File: src/rtl/any1_dispatcher.sv
// any1_dispatcher: FIFO of scheduler selections feeding the execute stage,
// with duplicate filtering, overflow/underflow flags and an in-flight op limit.
module any1_dispatcher #(
    parameter int QDEPTH       = 4,
    parameter int MAX_INFLIGHT = 4
) (
    input  logic       clk,
    input  logic       rst,
    input  logic [6:0] sel_i,
    input  logic       sel_branch_i,
    input  logic       sel_mem_i,
    input  logic       flush_i,
    output logic       ex_valid_o,
    input  logic       ex_ready_i,
    output logic [5:0] ex_rid_o,
    output logic       ex_branch_o,
    output logic       ex_mem_o,
    output logic       out_set_o,
    output logic [5:0] out_rid_o,
    input  logic       cmp_valid_i,
    input  logic [5:0] cmp_rid_i,
    output logic [2:0] inflight_o,
    output logic       full_o,
    output logic       ovf_o,
    output logic       err_o
);
    localparam int PW = QDEPTH > 1 ? $clog2(QDEPTH) : 1;
    localparam int CW = PW + 1;
    localparam logic [2:0] MAXI = 3'(MAX_INFLIGHT);

    typedef enum logic [1:0] {EMPTY, ISSUE, THROTTLE} state_t;

    state_t        state, state_nxt;
    logic [7:0]    q [QDEPTH];
    logic [PW-1:0] head, tail;
    logic [CW-1:0] count, count_nxt;
    logic [2:0]    inflight, inflight_nxt;
    logic          sel_valid, dup, dispatch, enq, drop_full, cmp_ok, cmp_bad;

    // A selection is a duplicate if its rid matches any live slot between head and tail.
    always_comb begin
        dup = 1'b0;
        for (int i = 0; i < QDEPTH; i++)
            if (q[i][7:2] == sel_i[5:0] && {1'b0, PW'(i) - head} < count)
                dup = 1'b1;
    end

    assign sel_valid    = !sel_i[6];
    assign dispatch     = ex_valid_o && ex_ready_i;
    assign enq          = sel_valid && !flush_i && !dup && (!full_o || dispatch);
    assign drop_full    = sel_valid && !flush_i && !dup && full_o && !dispatch;
    assign cmp_bad      = cmp_valid_i && inflight == 3'd0 && !dispatch;
    assign cmp_ok       = cmp_valid_i && !cmp_bad;
    assign inflight_nxt = inflight + 3'(dispatch) - 3'(cmp_ok);
    assign count_nxt    = flush_i ? '0 : count + CW'(enq) - CW'(dispatch);

    always_comb begin
        state_nxt = ISSUE;
        if (count_nxt == '0)
            state_nxt = EMPTY;
        else if (inflight_nxt >= MAXI)
            state_nxt = THROTTLE;
    end

    always_ff @(posedge clk or posedge rst) begin
        if (rst)
            state <= EMPTY;
        else
            state <= state_nxt;
    end

    always_ff @(posedge clk or posedge rst) begin
        if (rst) begin
            for (int i = 0; i < QDEPTH; i++)
                q[i] <= '0;
            head      <= '0;
            tail      <= '0;
            count     <= '0;
            inflight  <= '0;
            out_set_o <= 1'b0;
            out_rid_o <= '0;
            ovf_o     <= 1'b0;
            err_o     <= 1'b0;
        end else begin
            if (enq)
                q[tail] <= {sel_i[5:0], sel_branch_i, sel_mem_i};
            tail      <= tail + PW'(enq);
            head      <= flush_i ? tail : head + PW'(dispatch);
            count     <= count_nxt;
            inflight  <= inflight_nxt;
            out_set_o <= enq;
            out_rid_o <= enq ? sel_i[5:0] : '0;
            ovf_o     <= ovf_o || drop_full;
            err_o     <= err_o || cmp_bad;
        end
    end

    assign ex_valid_o  = state == ISSUE;
    assign ex_rid_o    = q[head][7:2];
    assign ex_branch_o = q[head][1];
    assign ex_mem_o    = q[head][0];
    assign full_o      = count == CW'(QDEPTH);
    assign inflight_o  = inflight;

endmodule

File: config.mk
export PLATFORM = sky130hd
export DESIGN_NAME = any1_dispatcher
export DESIGN_NICKNAME = d
export VERILOG_FILES = /design/src/rtl/any1_dispatcher.sv
export SDC_FILE = /design/constraint.sdc
export NUM_CORES = 1
export LEC_CHECK = 0
export ABC_AREA = 1
export BUFFER_PORTS_ARGS = -buffer_cell sky130_fd_sc_hd__buf_2
export CAP_MARGIN = 20
export CORE_ASPECT_RATIO = 0.5
export CORE_MARGIN = 2
export CORE_UTILIZATION = 40
export CTS_CLUSTER_SIZE = 10
export DETAILED_ROUTE_END_ITERATION = 8
export HOLD_SLACK_MARGIN = 0.08
export PLACE_DENSITY = 0.68
export SLEW_MARGIN = 20
export SYNTH_ARGS = -nofsm -noshare
export SYNTH_HDL_FRONTEND = slang
export SYNTH_SLANG_ARGS = --single-unit
export TNS_END_PERCENT = 1
File: constraint.sdc
create_clock -name clk -period 3.4 [get_ports clk]
set_clock_uncertainty 0.1 [all_clocks]
set_input_delay 0.34 -clock clk [delete_from_list [all_inputs] [get_ports clk]]
set_output_delay 0.34 -clock clk [all_outputs]
set_load 0.02 [all_outputs]
# ---- Word level (Yosys, flattened, before mapping)
# Index checks and enable logic that the tools add are counted.
# Widths: inputs -> output; s select.
dict set report totals {
  regBits 53
  latch_bits 0
  ram_bits 0
  romBits 0
  inputBits 20
  elab_cells 79
  memories 0
}
dict set report classes {
  add_sub_neg 10
  mul 0
  div_mod_pow 0
  order_cmp 8
  eq_ne 6
  shift 0
  n_mux 15
  n_bitwise 2
  reduce_logical 25
}
# operator count
set op_table {}
lappend op_table {{$bwmux 32} 1}
lappend op_table {{$eq 6x6->1} 4}
lappend op_table {{$mux 8} 3}
lappend op_table {{$bmux 8 s2} 1}
lappend op_table {{$demux 8 s2} 1}
lappend op_table {{$logic_and 1x1->1} 14}
lappend op_table {{$lt 2x3->1} 4}
lappend op_table {{$ge 3x3->1 const B} 3}
lappend op_table {{$add 3x1->3} 2}
lappend op_table {{$logic_not 1->1} 6}
lappend op_table {{$logic_not 3->1} 2}
lappend op_table {{$mux 2} 3}
lappend op_table {{$mux 6} 1}
lappend op_table {{$not 2->3} 2}
lappend op_table {{$sub 3x1->3} 2}
lappend op_table {{$add 2x1->2} 2}
lappend op_table {{$mux 1} 4}
lappend op_table {{$sub 1x2->2 const A} 2}
lappend op_table {{$sub 2x2->2 const A} 2}
lappend op_table {{$eq 3x3->1 const B} 1}
lappend op_table {{$logic_or 1x1->1} 3}
lappend op_table {{$lt 3x1->1 const B} 1}
lappend op_table {{$mux 3} 1}
lappend op_table {{$eq 2x1->1 const B} 1}

# ---- Logic depth before layout (Yosys ltp)
# Gate-level depths: netlist of the first run.
dict set report depth {
  ltp_word 15
  mapped_depth 22
}

# ---- Worst setup path after synthesis of the first run
# Ideal clock, no wire load.
dict set report synth_timing {
  path_type {reg-to-reg}
  startpoint {reg head[1]}
  endpoint {reg state[1]}
  setup_time_ps 123
  t_arrival_ps 3201
  required_time_ps 3177
  setup_slack_ps -24
  path_stages_with_launch 22
  path_buffers 1
  synth_period_minus_slack_ps 3424
  cell_sequence {dfrtp_1 clkbuf_1 nor2_1 inv_1 nand2_1 inv_1 ha_1 inv_1 nor2_1 a21oi_1 nand4_2 nand3_2 nor2_8 nand3_1 o21ai_0 ha_1 inv_1 fa_1 nor2_1 or3_1 inv_1 nor2_1}
}
dict set report synth_between {
  elab_chain_len 15
  elab_cells_between_ends 24
}
# element line
set synth_lines {}
lappend synth_lines {{start, declared} 35} ;# logic [PW-1:0] head, tail;
lappend synth_lines {{start signal, assigned} 88} ;# head <= flush_i ? tail : head + PW'(dispatch);
lappend synth_lines {{$sub 1x2->2} 44} ;# if (q[i][7:2] == sel_i[5:0] && {1'b0, PW'(i) - head} < count)
lappend synth_lines {{$lt 2x3->1} 44}
lappend synth_lines {{$logic_and 1x1->1} 44}
lappend synth_lines {{$mux 1 (3 in a row)} 44}
lappend synth_lines {{$mux 1 (*)} 44}
lappend synth_lines {{$logic_not 1->1 (*)} 50} ;# assign enq = sel_valid && !flush_i && !dup && (!full_o || dispatch);
lappend synth_lines {{$logic_and 1x1->1 (*) (2 in a row)} 50}
lappend synth_lines {{$add 3x1->3 (*)} 55} ;# assign count_nxt = flush_i ? '0 : count + CW'(enq) - CW'(dispatch);
lappend synth_lines {{$sub 3x1->3 (*)} 55}
lappend synth_lines {{$mux 3 (*)} 55}
lappend synth_lines {{via count_nxt[1]} 36} ;# logic [CW-1:0] count, count_nxt;
lappend synth_lines {{$logic_not 3->1 (*)} 59} ;# if (count_nxt == '0)
lappend synth_lines {{$mux 2 (*)} 59}
lappend synth_lines {{via state_nxt[1]} 33} ;# state_t state, state_nxt;
lappend synth_lines {{end signal, assigned} 69} ;# state <= state_nxt;
lappend synth_lines {{end, declared} 33}
# Mark *: on every way through the listed nets, which the timed path passes. The rest lies on a longest branch.
# A chain may end at the register's enable or synchronous reset.

# ---- Final worst setup path of the first run
# Ends and elaborated chain as after synthesis.

==> out/qor.yml, run 1 <==
cts_buffer_depth: 2
timing.critical_path.from: "head[1]"
drv_cap: 0
seq_power_share_pct: 35.3
post_drt_via_cell_ratio: 5.23
p_per_area_nw_per_um2: 909
post-dp-hpwl_um: 5160
cts_tree: "yes"
placed_cells: 508
timing.max_slew.rel_slack_pct: 42.5
post_synthesis_area_per_instance_um2: 8.05
initial_core_util_pct: 41.8
io_buffer_count: 35
drt_iter0_markers: 249
placeableCoreArea_um2: 7400
postSynthNetCount: 415
stdcell_count: 516
die_height_um: 66.2
layout-area-overhead-vs-synth_pct: 12.1
finalHoldViolations: 0
floorplan.die.width_um: 128
timing.final.max_slew_violations: 0
critical_path.startpoint_type: "flop"
post_synth_xor_area_fraction_pct: 3.96
via_total_after_detailed_routing: 2697
timing.critical_path.fanout_max: 7
outcome: "finished clean"
insertion_delay_to_the_later_sink_of_the_worst_skew_pair_ns: 0.29
tns_ns: 0
cts_root_buffer: "sky130_fd_sc_hd__clkbuf_16"
grt_util_all_layers_pct: 19.4
synth.distinct_cells: 34
highest-signal-layer: "met4"
path_clk_slew_ns: 0.07
pin_count: 42
final.hold.worst_slack_ns: 0.118
post-route-min-period_ns: 3.19
rsz0062_at_grt: "false"
cts-htree-levels: 2
clock.fmax_mhz: 313
dr.pass1.iters: 4
regArea_um2: 1330
die-area_um2: 8490
clkPwrFrac_pct: 15.7
simple_gate_area_share_of_the_yosys_netlist_pct: 32.4
detailroute.wirelength.met3_um: 639
main_combinational_cell_family_by_area_after_synthesis: "simple AND/OR/NAND/NOR gates"
setup_viol: 0
drcViolationCount: 0
ant_nets: 0
rr_worst_depth: 17
mapped_area_um2: 3090
critPathCaptureType: "flop"
synthAdderAreaFrac_pct: 4.94
clock-sinks: 53
first_global_vias: 2459
yosysWarningCount: 0
power.leakage_nw: 1.87
synth_mux_area_share_pct: 0
drive_above_1_share_pct: 17.6
rr_startpoint: "head[1]"
multiInputGateArea_um2: 1470
worst-slew-pin-transition_ns: 0.863
grt_antenna_before_repair: 0
hold_path_class: "in -> async"
final_core_density_pct: 46.8
cts_setup_buffers: 0
largest_net_degree_at_the_start_of_global_routing: 41
yosys_register_bits: 53
drt-wirelength-per-cell_um: 14.6
wirelength_met1_um: 3500
p_switching_mw: 1.46
wl_met2_um: 3310
ys_dominant_reg_cell: "sky130_fd_sc_hd__dfrtp_1"
post_synth_inst_count: 384
vdd.ir_drop.worst_mv: 0.417
layout.filler_cells: 717
core_rows: 22
reg2reg_setup_slack_ns: 0.21
antenna_cells: 0
worstPathArrival_ns: 3.27
worstReg2RegEnd: "state[1]"
async_flop_share_pct: 100
p_int_mw: 1.69
fin_nets: 450
power.share.switching_pct: 46.3
numCtsBuffers: 5
synth_seq_area_share_pct: 42.9
wirelength_um: 7530
pwr-share-comb_pct: 49.0
area_fraction_in_compound_gates_after_synthesis_pct: 5.95
period_utilisation_layout_pct: 93.9
cts_hold_repair.buffers: 0
crit_type: "reg -> reg"
number_of_synthesized_flops_with_an_enable_pin: 0
grt-ovfl-total: 0
totalPowerFinal_mw: 3.15
crit_end: "state[1]"
gp_congestion: 0.829
worst_ep_required_time_ns: 3.48
first_pass_grt_wire_length_um: 12600
==> cell usage in the layout, fill, tap and decap left out, drive strengths merged <==
cell	n
nand2	128
dfrtp	53
inv	47
buf	43
nor2	39
nand4	39
xor2	13
a22oi	9
ha	9
nand3	9
clkbuf	8
o221ai	5
o21ai	4
a21oi	3
fa	2
a31oi	1
clkinv	1
nor3	1
a21boi	1
or3	1
o211ai	1
xnor2	1
o21bai	1
a31o	1
==> flip-flops by register name (all words and copies together), names as in the netlist <==
name,cells
count,3
err_o,1
head,2
inflight_o,3
out_rid_o,6
out_set_o,1
ovf_o,1
q,32
state,2
tail,2
==> kinds of logic after synthesis <==
kind of cell               count (synthesis)
xor gates and xnor gates                  14
DFF                                       53
and+or+nand+nor                          217
buffers and inverters                     63
adders and majority gates                 11
AOI/OAI and AO/OA                         26
==> cells in the mapped netlist (all sizes together), types with 2 or more instances <==
cell type / number / area share (%)
a21oi: 3 / 0.49
a22oi: 9 / 2.2
buf: 14 / 3.9
dfrtp: 53 / 43
fa: 2 / 1.3
ha: 9 / 3.6
inv: 47 / 5.7
nand2: 128 / 16
nand3: 9 / 1.6
nand4: 39 / 8.9
nor2: 39 / 5.5
o21ai: 4 / 0.65
o221ai: 5 / 1.4
xor2: 13 / 3.7
==> stage by stage <==
stage	area (um^2)	setup WS, ns
2_1_floorplan	3100	0.0716
3_3_place_gp	3330	0.191
3_5_place_dp	3330	0.193
4_1_cts	3460	0.161
5_1_grt	3470	0.0407
6_report	3470	0.208
==> cell type report <==
cell class,count,area share (%)
timing repair buffer,43,6.79
tap,96,3.47
sequential,53,38.3
multi-input combinational,268,42.3
inverter,48,5.20
clock buffer,8,3.94
==> worst max-delay path: stages (launching register included) <==
cell	delay (ns)
sky130_fd_sc_hd__dfrtp_1	0.45
sky130_fd_sc_hd__buf_4	0.20
sky130_fd_sc_hd__inv_1	0.05
sky130_fd_sc_hd__ha_1	0.29
sky130_fd_sc_hd__nand2_1	0.07
sky130_fd_sc_hd__nand2_1	0.04
sky130_fd_sc_hd__nand2_1	0.09
sky130_fd_sc_hd__nand4_1	0.18
sky130_fd_sc_hd__nand3_2	0.17
sky130_fd_sc_hd__nor2_8	0.05
sky130_fd_sc_hd__o21ai_0	0.15
sky130_fd_sc_hd__ha_1	0.17
sky130_fd_sc_hd__inv_1	0.04
sky130_fd_sc_hd__fa_1	0.47
sky130_fd_sc_hd__nor2_1	0.06
sky130_fd_sc_hd__or3_1	0.36
sky130_fd_sc_hd__inv_1	0.08
sky130_fd_sc_hd__nor2_1	0.04
==> metal layers <==
metal | global-route usage [%] | up-vias
li1 | - | 1311
met1 | 27.5 | 1283
met2 | 30.4 | 97
met3 | 4.21 | 6
met4 | 4.53 | 0
met5 | 0 | -
==> power groups by stage <==
| stage | clock (mW) | sequential, mW | combinational, mW |
|---|---|---|---|
| after CTS | 0.501 | 1.11 | 1.54 |
| after detailed placement | 0 | 1.11 | 1.54 |
| final | 0.495 | 1.11 | 1.54 |
| after global routing | 0.534 | 1.15 | 1.75 |
| after global placement | 0 | 1.11 | 1.51 |
| after floorplan | 0 | 1.11 | 1.07 |
==> worst min-delay path by stage <==
stage,to,slack [ns],startpoint,depth (start not counted)
2_1_floorplan,count[0],0.31,flush_i,1
3_5_place_dp,err_o,0.36,err_o,1
3_3_place_gp,err_o,0.36,err_o,1
5_1_grt,count[0],0.20,flush_i,2
4_1_cts,err_o,0.16,rst,2
6_report,out_set_o,0.12,rst,2
==> repair_timing <==
item / CTS / global route
endpoints found under the hold margin: 0 / 0
resized for setup: 0 / 1
endpoints found under the setup margin: 0 / 2
Power figures use the tool's default switching activity.
==> run 2: changes to the inputs <==
Settings changed: GPL_TIMING_DRIVEN from default to 0, REMOVE_ABC_BUFFERS from default to 1.
==> run 2 against run 1 <==
Worst setup slack worse by 0.091 ns. Global-route usage rose by 0.89 points. Combinational power is 9% higher. Flip-flop and latch count unchanged.
==> out/qor.yml, run 2 (same netlist as run 1, synthesis figures left out) <==
worstPathArrival_ns: 3.37
tns_ns: 0
gp_congestion: 0.809
worstReg2RegEnd: "state[1]"
insertion_delay_to_the_later_sink_of_the_worst_skew_pair_ns: 0.30
grt_util_all_layers_pct: 20.3
drcViolationCount: 0
drt-wirelength-per-cell_um: 15.6
stdcell_count: 522
final_cell_mix: "121 x sky130_fd_sc_hd__nand2_1, 51 x sky130_fd_sc_hd__dfrtp_1, 35 x sky130_fd_sc_hd__buf_2"
timing.critical_path.cells: "clkinv_4 > nor2_4 > inv_2 > nand2_2 > inv_2 > ha_4 > inv_1 > nor2_2 > a21oi_2 > nand4_2 > nand3_4 > nor2_8 > nand3_2 > o21ai_2 > ha_2 > inv_2 > fa_2 > nor2_1 > or3_1 > inv_2 > nor2_1"
power.share.switching_pct: 47.3
critPathCaptureType: "flop"
post_drt_via_cell_ratio: 5.25
cts_buffer_depth: 2
grt-ovfl-total: 0
critical_path.startpoint_type: "flop"
cts-htree-levels: 2
cp_top_family: "simple AND/OR/NAND/NOR gates"
p_per_area_nw_per_um2: 921
via_total_after_detailed_routing: 2742
die_height_um: 66.2
wirelength_um: 8150
io_buffer_count: 35
timing.final.max_slew_violations: 0
vdd.ir_drop.worst_mv: 0.342
cts_tree: "yes"
hold-path-endpoint: "count[1]"
largest_net_degree_at_the_start_of_global_routing: 54
layout-area-overhead-vs-synth_pct: 16.9
hold_path.startpoint: "flush_i"
worstHoldPathCells: 2
timing.critical_path.mode_cell: "sky130_fd_sc_hd__inv_2"
die-area_um2: 8490
largest_register: "q"
layout.cells.most_common: "sky130_fd_sc_hd__nand2_1"
post-dp-hpwl_um: 4960
floorplan.die.width_um: 128
period_utilisation_layout_pct: 96.6
placed_cells: 500
drive_above_1_share_pct: 22.8
cp_num_buf_inv: 6
pwr-share-comb_pct: 50.4
cts_root_buffer: "sky130_fd_sc_hd__clkbuf_16"
timing.max_slew.rel_slack_pct: 31.1
antenna_cells: 0
timing.critical_path.fanout_max: 7
first_global_vias: 2400
reg2reg_setup_slack_ns: 0.12
worst-slew-pin-transition_ns: 1.03
initial_core_util_pct: 41.8
p_int_mw: 1.75
numCtsBuffers: 5
power.leakage_nw: 1.91
first_pass_grt_wire_length_um: 12900
clock.fmax_mhz: 305
largest_register_ff_count: 32
worst_ep_required_time_ns: 3.49
crit_path_max_incr_delay_ns: 0.51
biggestRegsByFlops: "q: 32 flops, out_rid_o: 6 flops"
post-route-min-period_ns: 3.28
final_core_density_pct: 48.8
grt_antenna_before_repair: 0
path_clk_slew_ns: 0.08
p_switching_mw: 1.57
seq_power_share_pct: 33.8
core_rows: 22
pin_count: 42
crit_type: "reg -> reg"
dr.pass1.iters: 5
clock-sinks: 53
outcome: "finished clean"
rr_startpoint: "head[0]"
drt_iter0_markers: 237
clkPwrFrac_pct: 15.8
ant_nets: 0
rr_worst_depth: 21
hold_path_class: "in -> reg"
placeableCoreArea_um2: 7400
finalHoldViolations: 0
crit_path_top_delay_cell: "sky130_fd_sc_hd__fa_2"
fin_nets: 456
setup_viol: 0
drv_cap: 0
-- run 2: power by group through the flow --
stage	Clock (mW)	Sequential, mW	Combinational [mW]
after CTS	0.531	1.13	1.52
final	0.527	1.12	1.68
after detailed placement	0	1.13	1.48
after floorplan	0	1.13	1.00
after global placement	0	1.12	1.45
after global routing	0.557	1.16	1.86
-- run 2: through the flow --
stage | hold WS [ns] | total power [mW] | instance area [um^2] | setup WS (ns)
floorplan | 0.313 | 2.13 | 2970 | -0.125
global placement | 0.354 | 2.57 | 3260 | -0.801
detailed placement | 0.357 | 2.61 | 3270 | -0.846
CTS | 0.184 | 3.18 | 3480 | 0.0219
global route | 0.198 | 3.58 | 3620 | -0.0817
finish | 0.185 | 3.33 | 3620 | 0.117
-- run 2: per-layer routing --
layer,up-vias,wire length (um),track usage (%)
li1,1337,-,-
met1,1293,3910,29.5
met2,106,3590,30.6
met3,6,565,4.37
met4,0,85,5.36
met5,-,0,0
-- run 2: worst max path at each step --
| stage | cells after the start | startpoint | end | slack (ns) |
|---|---|---|---|---|
| 5_1_grt | 21 | head[0] | state[1] | -0.08 |
| 4_1_cts | 20 | head[0] | state[1] | 0.02 |
| 3_5_place_dp | 21 | head[0] | state[1] | -0.85 |
| 2_1_floorplan | 21 | head[0] | state[1] | -0.13 |
| 3_3_place_gp | 21 | head[0] | state[1] | -0.80 |
| 6_report | 21 | head[0] | state[1] | 0.12 |
-- run 2: area by class of cell --
| cell class | count | area (um^2) |
|---|---|---|
| repair buffers | 48 | 288 |
| inverters | 48 | 188 |
| clock inverters | 3 | 25.0 |
| flip-flops and latches | 53 | 1330 |
| fillers | 696 | 3790 |
| well taps | 96 | 120 |
| multi-input cells | 269 | 1540 |
| clock buffers | 5 | 125 |
-- run 2: timing repair --
action                     in CTS  in global routing
pin swaps                       2                  8
hold endpoints to repair       30                  0
gates resized for setup         7                 16
hold buffers                    1                  0
cloned                          1                  0
setup endpoints to repair       7                  2
buffers inserted                3                  9
